**src/rtl/fetch_unit.sv**
```systemverilog
// Instruction-fetch stage: PC register, req/ack instruction-memory handshake, instruction register.
// Optional FETCH_PERF_CNT_EN adds retired/redirect performance counters.
module fetch_unit #(
    parameter int                ADDR_W   = 32,
    parameter logic [ADDR_W-1:0] RESET_PC = '0
) (
    input  logic              clk,
    input  logic              rst_n,
    output logic              imem_req,
    output logic [ADDR_W-1:0] imem_addr,
    input  logic [31:0]       imem_rdata,
    input  logic              imem_ack,
    input  logic              stall,
    input  logic [1:0]        PCsrc,
    input  logic              zero,
    input  logic [ADDR_W-1:0] jr_target,
    output logic [31:0]       instr,
    output logic [5:0]        opcode,
    output logic              instr_valid,
    output logic [ADDR_W-1:0] pc,
    output logic [ADDR_W-1:0] pc_plus4
`ifdef FETCH_PERF_CNT_EN
    ,
    output logic [31:0]       retired_cnt,
    output logic [31:0]       redirect_cnt
`endif
);

    typedef enum logic [1:0] {
        IDLE,
        FETCH,
        EXEC
    } state_e;

    state_e            state_q, state_d;
    logic [ADDR_W-1:0] pc_q, pc_d;
    logic [31:0]       instr_q, instr_d;
    logic              imem_req_q, imem_req_d;
    logic              instr_valid_q, instr_valid_d;
    logic [ADDR_W-1:0] next_pc;
    logic              retire;
    logic              unused_jr_bits;

    assign pc_plus4       = pc_q + ADDR_W'(4);
    assign unused_jr_bits = ^jr_target[1:0];

    always_comb begin
        // NOTE: every always_comb output gets a default first so no path can infer a latch.
        next_pc = pc_plus4;
        unique case (PCsrc)
            2'b01:   if (zero) next_pc = pc_plus4 + {{(ADDR_W-18){instr_q[15]}}, instr_q[15:0], 2'b00};
            2'b10:   next_pc = {pc_plus4[ADDR_W-1:28], instr_q[25:0], 2'b00};
            2'b11:   next_pc = {jr_target[ADDR_W-1:2], 2'b00};
            default: next_pc = pc_plus4;
        endcase
    end

    always_comb begin
        state_d       = state_q;
        pc_d          = pc_q;
        instr_d       = instr_q;
        imem_req_d    = imem_req_q;
        instr_valid_d = instr_valid_q;
        retire        = 1'b0;
        unique case (state_q)
            IDLE: begin
                state_d    = FETCH;
                imem_req_d = 1'b1;
            end
            FETCH: begin
                // Ack is accepted even in the first cycle req is high (zero-wait memory).
                if (imem_ack) begin
                    instr_d       = imem_rdata;
                    state_d       = EXEC;
                    imem_req_d    = 1'b0;
                    instr_valid_d = 1'b1;
                end
            end
            EXEC: begin
                if (!stall) begin
                    pc_d          = next_pc;
                    state_d       = FETCH;
                    imem_req_d    = 1'b1;
                    instr_valid_d = 1'b0;
                    retire        = 1'b1;
                end
            end
            default: begin
                state_d       = IDLE;
                imem_req_d    = 1'b0;
                instr_valid_d = 1'b0;
            end
        endcase
    end

`ifdef FETCH_PERF_CNT_EN
    logic [31:0] retired_cnt_q, retired_cnt_d;
    logic [31:0] redirect_cnt_q, redirect_cnt_d;

    always_comb begin
        retired_cnt_d  = retired_cnt_q  + 32'(retire);
        redirect_cnt_d = redirect_cnt_q + 32'(retire && (next_pc != pc_plus4));
    end

    always_ff @(posedge clk or negedge rst_n) begin
        if (!rst_n) begin
            retired_cnt_q  <= '0;
            redirect_cnt_q <= '0;
        end else begin
            retired_cnt_q  <= retired_cnt_d;
            redirect_cnt_q <= redirect_cnt_d;
        end
    end

    assign retired_cnt  = retired_cnt_q;
    assign redirect_cnt = redirect_cnt_q;
`endif

    always_ff @(posedge clk or negedge rst_n) begin
        // NOTE: sequential state uses non-blocking assignments so all flops update from pre-edge values.
        if (!rst_n) begin
            state_q       <= IDLE;
            pc_q          <= RESET_PC;
            instr_q       <= '0;
            imem_req_q    <= 1'b0;
            instr_valid_q <= 1'b0;
        end else begin
            state_q       <= state_d;
            pc_q          <= pc_d;
            instr_q       <= instr_d;
            imem_req_q    <= imem_req_d;
            instr_valid_q <= instr_valid_d;
        end
    end

    assign imem_req    = imem_req_q;
    assign imem_addr   = pc_q;
    assign pc          = pc_q;
    assign instr       = instr_q;
    assign opcode      = instr_q[31:26];
    assign instr_valid = instr_valid_q;

endmodule

```
**config.mk**
```make
export PLATFORM = sky130hd
export DESIGN_NAME = fetch_unit
export DESIGN_NICKNAME = d
export VERILOG_FILES = /design/src/rtl/fetch_unit.sv
export SDC_FILE = /design/constraint.sdc
export NUM_CORES = 1
export LEC_CHECK = 0
export CAP_MARGIN = 10
export CORE_UTILIZATION = 45
export DETAILED_ROUTE_END_ITERATION = 8
export PLACE_DENSITY_LB_ADDON = 0.2
export SLEW_MARGIN = 10
export SYNTH_ARGS = -nofsm -noshare
export SYNTH_HDL_FRONTEND = slang
export SYNTH_SLANG_ARGS = --single-unit
```
**constraint.sdc**
```tcl
create_clock -name clk -period 5.09 [get_ports clk]
set_input_delay 1.527 -clock clk [delete_from_list [all_inputs] [get_ports clk]]
set_output_delay 1.527 -clock clk [all_outputs]
set_load 0.05 [all_outputs]
```
==> flow_summary.toml, run 1 <==
[drt]
routed_wl_mm = 20.49
routed_via_density = 6.059
wire_per_inst_um = 20.17
drt-initial-drc-count = 594
vias = 6156
firstDrtPassIters = 5
ant_nets = 0
route.detailed.drc = 0

[yosys]
synth_top_area_share_pct = 27.38
synth-edff-count = 0
ys_top_cells_by_area = "dfrtp_1, ha_1, mux2_2, buf_4, nand2_1"
synth.distinct_cells = 78
ys.flop_type = "dfrtp_1"
syn_area_per_cell_um2 = 8.597
ys_warn_count = 0
ys_seq_area_share_pct = 27.38
synthArstFlopShare_pct = 100.0
yosysTopAreaCell = "dfrtp_1"
ys_seq_elements = 65
syn_area_mm2 = 0.005941
yosys-top-cells-count = "nand2_1, dfrtp_1, a21oi_1"
yosysMostFrequentCell = "nand2_1"
netlist_instances = 691

[worst_setup_path]
worst_path_largest_cell_delay_ns = 0.86
crit_buf_inv = 1
critical_path.top_delay_family = "simple AND/OR/NAND/NOR gates"
worstSetupStartpointType = "flip-flop"
worstSetupPathType = "reg -> out"
crit_chain = "ha_1 -> and3_1 -> and4_1 -> nand3_2 -> nor2_1 -> xor2_1 -> clkdlybuf4s50_1"
cp_slowest_cell = "clkdlybuf4s50_1"
cp.required_ns = 3.56
end_kind = "primary output"
worst-path-max-fanout = 8
crit_arrival_ns = 3.28

[sta]
fmax_ghz = 0.2079
max_slew_margin_pct = 17.22
tns_ns = 0
min_period_ns = 4.811
final.setup_skew_ns = 0.007205
worst_slew_pin_slew_ns = 1.242
rsz0062_at_grt = "no"
fin_crit_sh_pct = 94.51
hold_viol = 0
report.final.slew_viol_count = 0
setup_viol = 0

[floorplan]
ios = 207
core_area_mm2 = 0.01272
rows = 41
initial_core_util_pct = 46.70
die_area_mm2 = 0.01366
dieWidth_um = 116.9
die_h_um = 116.9

[clock_network]
htreeDepth = 3
hold_buffers = 0
post-cts-setup-buffer-count = 0
path_clk_slew_ns = 0.05
numCtsBuffers = 9
clkSinkCount = 65
clk_path_buf_depth = 2
clock_latency_ns = 0.33
cts_tree = "done"
post_cts_resized = 0
cts-root-buf = "clkbuf_16"

[finish]
fin_nets = 946
fillers = 1143
insertedDiodeCount = 0
multiInputGateArea_mm2 = 0.003835
drive_gt1_share_pct = 9.360
area_growth_pct = 35.51
register_area_mm2 = 0.001627

[placement]
hpwlAfterDp_mm = 15.40
numPortBuffers = 198
gp_congestion = 0.9726

[global_route]
grt_pass1_wl_mm = 31.23
grt_pass1_vias = 6056
grt_max_degree = 45
antenna_found_initial = 0
globalRoute.totalOverflow = 0
grt_usage_pct = 29.97

[job]
drv_cap = 0

[run_status]
status = "finished, final reports clean"

[hold_path]
hold_class = "reg -> reg"
[registers in the layout, summed over array words and instances, names as in the netlist]
name         cells
instr           32
imem_addr       30
state_q          2
instr_valid      1
[per-layer routing]
layer,routed length (um),vias up,GRT usage (%)
met2,9761,352,50.02
met3,1957,41,7.518
met1,8315,2948,37.70
met5,0,-,0
li1,-,2815,-
met4,461,0,10.46
[logic make-up after synthesis]
group,count (synthesis),synth area share (%)
and+or+nand+nor,205,18.07
other,1,0.06312
DFF,65,27.38
AOI/OAI and AO/OA,204,23.21
xor gates and xnor gates,47,6.929
adders and majority gates,36,7.709
buffers and inverters,89,8.467
muxes,44,8.172
[area by class of cell]
cell class	count	area share [%]
Inverter	16	0.7460
Clock buffer	12	3.186
Clock inverter	4	0.3419
Tap cell	172	2.673
Multi-Input combinational cell	542	47.64
Timing Repair Buffer	205	25.21
Sequential cell	65	20.21
[metrics by stage]
stage,utilization (%),hold slack [ns],setup WS (ns),std cells,cell area (um2)
global placement,61.04,0.5135,0.6757,1000,7766
global route,63.28,0.5415,0.1170,1016,8050
detailed placement,61.04,0.5231,0.6449,1000,7766
CTS,63.28,0.5325,0.2877,1016,8050
finish,63.28,0.5259,0.2794,1016,8050
floorplan,-,0.5000,0.2396,696,5959
[cell usage in the layout, fill, tap and decap left out, types with 6 or more instances in the layout]
cell and n:
nor2_1 40, nand3_1 21, o21a_1 8, clkbuf_16 9, inv_1 15, o21ai_0 45
mux2i_1 8, ha_1 35, xor2_1 21, o22ai_1 8, nand4_1 13, a31oi_1 8
conb_1 6, a222oi_1 6, mux2_2 36, a221oi_1 8, buf_4 7, xnor2_1 26
a21o_1 17, a21oi_1 46, and3_1 13, clkdlybuf4s50_1 197, nand2_1 69, dfrtp_1 65
nor3_1 6
[worst paths after layout]
kind / start / to / slack (ns) / cells past startpoint
max: imem_addr[2] / pc_plus4[30] / 0.28 / 7
min: instr[26] / instr[26] / 0.53 / 1
max reg2reg: imem_addr[2] / imem_addr[27] / 0.82 / 14
min reg2reg: instr[26] / instr[26] / 0.53 / 1
max in group asynchronous: rst_n / instr[18] / 2.78 / 2
min in group asynchronous: rst_n / instr[6] / 1.38 / 1
Power of run 1 is left out: the tool's default activity adds up to more than one toggle a clock period on the data nets, which glitch-free logic cannot reach.
==> run 2: changes to the inputs <==
Settings changed: TNS_END_PERCENT set to 10.
==> results of run 2 <==
Final layout, timing and power as in run 1 (identical DEF).
Power of run 2 is left out for the same reason.
